--- src/rtl/local_traffic_unit.sv ---
// Local traffic endpoint: injects a programmed burst of single-flit packets and absorbs/counts ejected flits.
// Optional feature macro: LOCAL_TRAFFIC_SEQCHK_EN (per-port ejected sequence-number checking).
module local_traffic_unit #(
    parameter int cur_x     = 0,
    parameter int cur_y     = 0,
    parameter int cur_z     = 0,
    parameter int FLIT_SIZE = 82
) (
    input  logic                 clk,
    input  logic                 rst,
    input  logic                 start,
    input  logic [15:0]          cfg_count,
    input  logic [7:0]           cfg_gap,
    input  logic [11:0]          cfg_dst,
    output logic                 busy,
    output logic                 done,
    output logic [FLIT_SIZE-1:0] inject_xpos,
    output logic                 inject_xpos_valid,
    output logic [FLIT_SIZE-1:0] inject_ypos,
    output logic                 inject_ypos_valid,
    input  logic [FLIT_SIZE-1:0] eject_xpos,
    input  logic                 eject_xpos_valid,
    input  logic [FLIT_SIZE-1:0] eject_ypos,
    input  logic                 eject_ypos_valid,
    output logic [15:0]          rx_count,
    output logic [15:0]          rx_err_count,
    output logic [FLIT_SIZE-1:0] rx_last
);

    localparam logic [11:0] CUR_DST = {4'(cur_x), 4'(cur_y), 4'(cur_z)};

    typedef enum logic [2:0] {
        S_IDLE,
        S_LOAD,
        S_SEND,
        S_GAP,
        S_DONE
    } state_t;

    state_t      state, state_nxt;
    logic [15:0] cnt_r;
    logic [7:0]  gap_r;
    logic [11:0] dst_r;
    logic [15:0] seq_r;
    logic [7:0]  gap_cnt;
    logic        last_pkt;

    function automatic logic [15:0] sat_add16(input logic [15:0] a, input logic [1:0] b);
        logic [16:0] s;
        s = {1'b0, a} + {15'b0, b};
        return s[16] ? 16'hFFFF : s[15:0];
    endfunction

    assign last_pkt = (seq_r == cnt_r - 16'd1);

    always_comb begin
        state_nxt = state;
        case (state)
            S_IDLE: if (start) state_nxt = S_LOAD;
            S_LOAD: state_nxt = (cnt_r == 16'd0) ? S_DONE : S_SEND;
            S_SEND: begin
                if (last_pkt)            state_nxt = S_DONE;
                else if (gap_r == 8'd0)  state_nxt = S_SEND;
                else                     state_nxt = S_GAP;
            end
            S_GAP:  if (gap_cnt <= 8'd1) state_nxt = S_SEND;
            S_DONE: state_nxt = S_IDLE;
            default: state_nxt = S_IDLE;
        endcase
    end

    // Burst control: configuration is captured on the accepted start so later cfg changes are ignored
    always_ff @(posedge clk or posedge rst) begin
        if (rst) begin
            state   <= S_IDLE;
            cnt_r   <= '0;
            gap_r   <= '0;
            dst_r   <= '0;
            seq_r   <= '0;
            gap_cnt <= '0;
        end else begin
            state <= state_nxt;
            case (state)
                S_IDLE: begin
                    if (start) begin
                        cnt_r <= cfg_count;
                        gap_r <= cfg_gap;
                        dst_r <= cfg_dst;
                        seq_r <= '0;
                    end
                end
                S_SEND: begin
                    seq_r   <= seq_r + 16'd1;
                    gap_cnt <= gap_r;
                end
                S_GAP:  gap_cnt <= gap_cnt - 8'd1;
                default: ;
            endcase
        end
    end

    logic        sending;
    logic        sel_x;
    logic [81:0] tx_flit;

    assign sending = (state == S_SEND);
    assign sel_x   = (dst_r[11:8] != CUR_DST[11:8]);
    assign tx_flit = {dst_r, CUR_DST, seq_r, 26'b0, seq_r};

    // Outputs decode straight from the state register, so an async reset drops the valids at once
    assign busy              = (state != S_IDLE) && (state != S_DONE);
    assign done              = (state == S_DONE);
    assign inject_xpos_valid = sending && sel_x;
    assign inject_ypos_valid = sending && !sel_x;
    assign inject_xpos       = inject_xpos_valid ? FLIT_SIZE'(tx_flit) : '0;
    assign inject_ypos       = inject_ypos_valid ? FLIT_SIZE'(tx_flit) : '0;

    logic seq_bad_x, seq_bad_y;
    logic err_x, err_y;
    logic [1:0] rx_inc, err_inc;

`ifdef LOCAL_TRAFFIC_SEQCHK_EN
    logic [15:0] exp_seq_x, exp_seq_y;

    assign seq_bad_x = (eject_xpos[57:42] != exp_seq_x);
    assign seq_bad_y = (eject_ypos[57:42] != exp_seq_y);

    // Expected sequence follows the last received flit, so one gap costs one error and then resyncs
    always_ff @(posedge clk or posedge rst) begin
        if (rst) begin
            exp_seq_x <= '0;
            exp_seq_y <= '0;
        end else begin
            if (eject_xpos_valid) exp_seq_x <= eject_xpos[57:42] + 16'd1;
            if (eject_ypos_valid) exp_seq_y <= eject_ypos[57:42] + 16'd1;
        end
    end
`else
    assign seq_bad_x = 1'b0;
    assign seq_bad_y = 1'b0;
`endif

    assign err_x   = eject_xpos_valid && ((eject_xpos[81:70] != CUR_DST) || seq_bad_x);
    assign err_y   = eject_ypos_valid && ((eject_ypos[81:70] != CUR_DST) || seq_bad_y);
    assign rx_inc  = {1'b0, eject_xpos_valid} + {1'b0, eject_ypos_valid};
    assign err_inc = {1'b0, err_x} + {1'b0, err_y};

    // Eject stage: one-cycle registered update, ypos wins rx_last when both ports fire
    always_ff @(posedge clk or posedge rst) begin
        if (rst) begin
            rx_count     <= '0;
            rx_err_count <= '0;
            rx_last      <= '0;
        end else begin
            rx_count     <= sat_add16(rx_count, rx_inc);
            rx_err_count <= sat_add16(rx_err_count, err_inc);
            if (eject_ypos_valid)      rx_last <= eject_ypos;
            else if (eject_xpos_valid) rx_last <= eject_xpos;
        end
    end

endmodule

--- config.mk ---
export PLATFORM = sky130hd
export DESIGN_NAME = local_traffic_unit
export DESIGN_NICKNAME = d
export VERILOG_FILES = /design/src/rtl/local_traffic_unit.sv
export SDC_FILE = /design/constraint.sdc
export NUM_CORES = 1
export LEC_CHECK = 0
export CAP_MARGIN = 0
export CORE_AREA = 2 2 188 190
export CTS_BUF_LIST = sky130_fd_sc_hd__clkbuf_8 sky130_fd_sc_hd__clkbuf_16
export DETAILED_ROUTE_END_ITERATION = 8
export DIE_AREA = 0 0 190 192
export GPL_TIMING_DRIVEN = 1
export PLACE_DENSITY_LB_ADDON = 0.25
export SKIP_CTS_REPAIR_TIMING = 1
export SLEW_MARGIN = 40
export SYNTH_ARGS = -nofsm -noshare
export SYNTH_HDL_FRONTEND = slang
export SYNTH_SLANG_ARGS = --single-unit
--- constraint.sdc ---
create_clock -name clk -period 6.11 [get_ports clk]
set_input_delay 0.9165 -clock clk [delete_from_list [all_inputs] [get_ports clk]]
set_output_delay 0.9165 -clock clk [all_outputs]
set_load 0.05 [all_outputs]
==> results.cfg <==
[setup_path]
critical_path_class = reg2out
crit_fanout = 18
critPathMaxStageDelay_ps = 820
reg2reg_slack_ps = 3000
cp-start-kind = register
path_cells = nor2b_2 -> nand2b_1 -> nor2_1 -> buf_4 -> and2_1 -> clkdlybuf4s50_1
reg2reg_depth = 9
slowest_stage = clkdlybuf4s50_1
end_kind = output pin
cp.arrival_ps = 3710
crit_required_ps = 5190
reg2reg_from = cnt_r[0]
timing.rr.end = state[1]

[sta]
period_share = 0.7572
slew_headroom = 0.4475
setup_viol = 0
fin_skew_ps = 7.749
rsz0062_at_grt = false
max_freq_ghz = 0.2161
period_needed_ps = 4627
setup_tns_ps = 0
tightest_slew_ps = 821.1
finalHoldViolCount = 0
slew_violations = 0

[power_and_ir_drop]
p_per_area_mw_per_mm2 = 369.6
combPwrFrac = 0.429
internal_power_w = 0.002998
seq_power_share = 0.339
power.switching_w = 0.002318
power_frac_clock = 0.232
finalPower_w = 0.005316
ir_worst_vdd_uv = 207.4
swShare = 0.4360
cellLeakagePower_nw = 6.424

[clock_network]
clock_latency_ps = 450
cts_root_buf = clkbuf_16
clk_pin_slew_ps = 70
clkSinkCount = 177
cts.path.max_buffers = 2
cts_tree = yes
h-tree-depth = 4
cts_buffers = 17

[final_layout]
fin_nets = 1640
drive_gt1_frac = 0.03889
final_common_cell = clkdlybuf4s50_1
area_growth_pct = 46.87
final_cell_mix = 404 x clkdlybuf4s50_1, 225 x nand2_1, 177 x dfrtp_1

[detailed_routing]
wl_mm = 32.29
wl_per_cell_um = 17.03
viasPerCell = 4.545
drc = 0
drt-initial-drc-count = 407
vias = 8617
first_pass_iters = 4
ant_nets = 0

[global_route]
antenna_found_initial = 2
grt_pass1_wl_mm = 48.47
grt_max_degree = 97
grt-ovfl-total = 0
grt_usage = 0.1741
first_global_vias = 8244

[synth]
synthCells = 1088
synthFlopType = dfrtp_1
syn_avg_cell_area_um2 = 9.002
yosys.area.top_type_share = 0.4522
syn_area_mm2 = 0.009794
yosys.area.top_type = dfrtp_1
synth_area_leaders = dfrtp_1 45%, mux2i_1 9.0%, nand2_1 8.6%, buf_4 8.6%, o21ai_0 5.9%
synth_warnings = 0
synth_edf_count = 0
ys_seq_area_frac = 0.4522
yosys.cell_types.count = 47
synth_async_sr_flop_share = 1.000
ys_ff_latch = 177

[job]
drv_cap = 0

[floorplan]
fp.dieH_um = 192
core_mm2 = 0.03429
die_area_mm2 = 0.03648
start_util = 0.2857
boundaryPins = 487
dieWidth_um = 190
rows = 68

[hold_path]
min_path_cells = 2
worst_hold_path.endpoint = dst_r[11]
min-delay-start = dst_r[11]
hp-class = reg2reg

[placed_design]
gp_congestion = 0.8133
io_buffers = 406
hpwl_mm = 24.35

[outcome]
outcome = finished, final reports clean
[how the worst max path moves through the flow]
stage / cells after the start / from / to
finish: 6 / state[1] / inject_ypos[47]
global route: 6 / state[2] / inject_ypos[5]
CTS: 6 / state[1] / inject_ypos[47]
detailed placement: 6 / state[1] / inject_ypos[47]
global placement: 6 / state[2] / inject_ypos[5]
floorplan: 1 / rst / cnt_r[0]
[metrics by stage]
stage          setup WS (ps)  hold slack (ps)  cell area [um^2]  utilization  std cells
6_report                1483            496.1             14390       0.4195       1896
2_1_floorplan          391.6            450.8             10090            -       1167
3_3_place_gp            1809            473.4             13720       0.4002       1863
4_1_cts                 1157            502.2             14370       0.4192       1895
5_1_grt                 1291            536.9             14380       0.4195       1895
3_5_place_dp            1660            484.2             13730       0.4003       1863
[routing by layer]
layer,GRT usage,up-vias,routed length (um)
met5,0,-,13
met4,0.06052,2,704
met3,0.05938,35,2800
met2,0.3070,323,16170
met1,0.1957,4079,12600
li1,-,4178,-
[Yosys cell counts, types with 4 or more instances]
library cell / n
and2_1: 33
clkbuf_1: 51
ha_1: 6
nor2_1: 26
o22ai_1: 6
nand4_1: 9
xor2_1: 14
dfrtp_1: 177
nor4_1: 11
mux2i_1: 88
and3_1: 41
nor2b_1: 6
nand3_1: 39
o21ai_0: 116
buf_4: 112
nand2_1: 225
inv_1: 11
buf_2: 4
nand2b_1: 9
nand3b_1: 5
a31oi_1: 6
or4_1: 7
buf_1: 7
or3_1: 11
a21oi_1: 18
xnor2_1: 17
nor3_1: 5
[worst max-delay path, delay by kind of cell, from the launching register on]
kind	cells	cell delay (ps)
DFF	1	450
buffers and inverters	2	1130
and+or+nand+nor	4	1680
[cell families after synthesis]
logic type	count (synthesis)	share of synthesized area
buffers and inverters	185	0.1143
AOI/OAI and AO/OA	161	0.08943
muxes	90	0.09223
xor gates and xnor gates	31	0.02772
and+or+nand+nor	435	0.2119
other	1	0.0003829
adders and majority gates	8	0.01175
DFF	177	0.4522
[power by group through the flow]
stage / Sequential [W] / Combinational (W) / Clock, W
global route: 0.00185 / 0.00245 / 0.00131
detailed placement: 0.00182 / 0.00229 / 0
CTS: 0.00180 / 0.00230 / 0.00127
global placement: 0.00181 / 0.00227 / 0
floorplan: 0.00203 / 0.00133 / 0
finish: 0.00180 / 0.00228 / 0.00123
[area by class of cell]
| cell class | count | area, um^2 |
|---|---|---|
| antenna | 1 | 2.502 |
| clock buffer | 19 | 452.9 |
| clock inverter | 13 | 195.2 |
| fill | 3392 | 19900 |
| inverter | 11 | 48.80 |
| multi-input combinational | 805 | 4557 |
| sequential | 177 | 4429 |
| tap | 455 | 569.3 |
| timing repair buffer | 415 | 4130 |
[registers in the layout, indices dropped and copies added, names as in the netlist]
signal and count:
cnt_r 16, dst_r 12, gap_cnt 8, gap_r 8
rx_count 16, rx_err_count 16, rx_last 82, seq_r 16
state 3
Power figures use the tool's default switching activity.
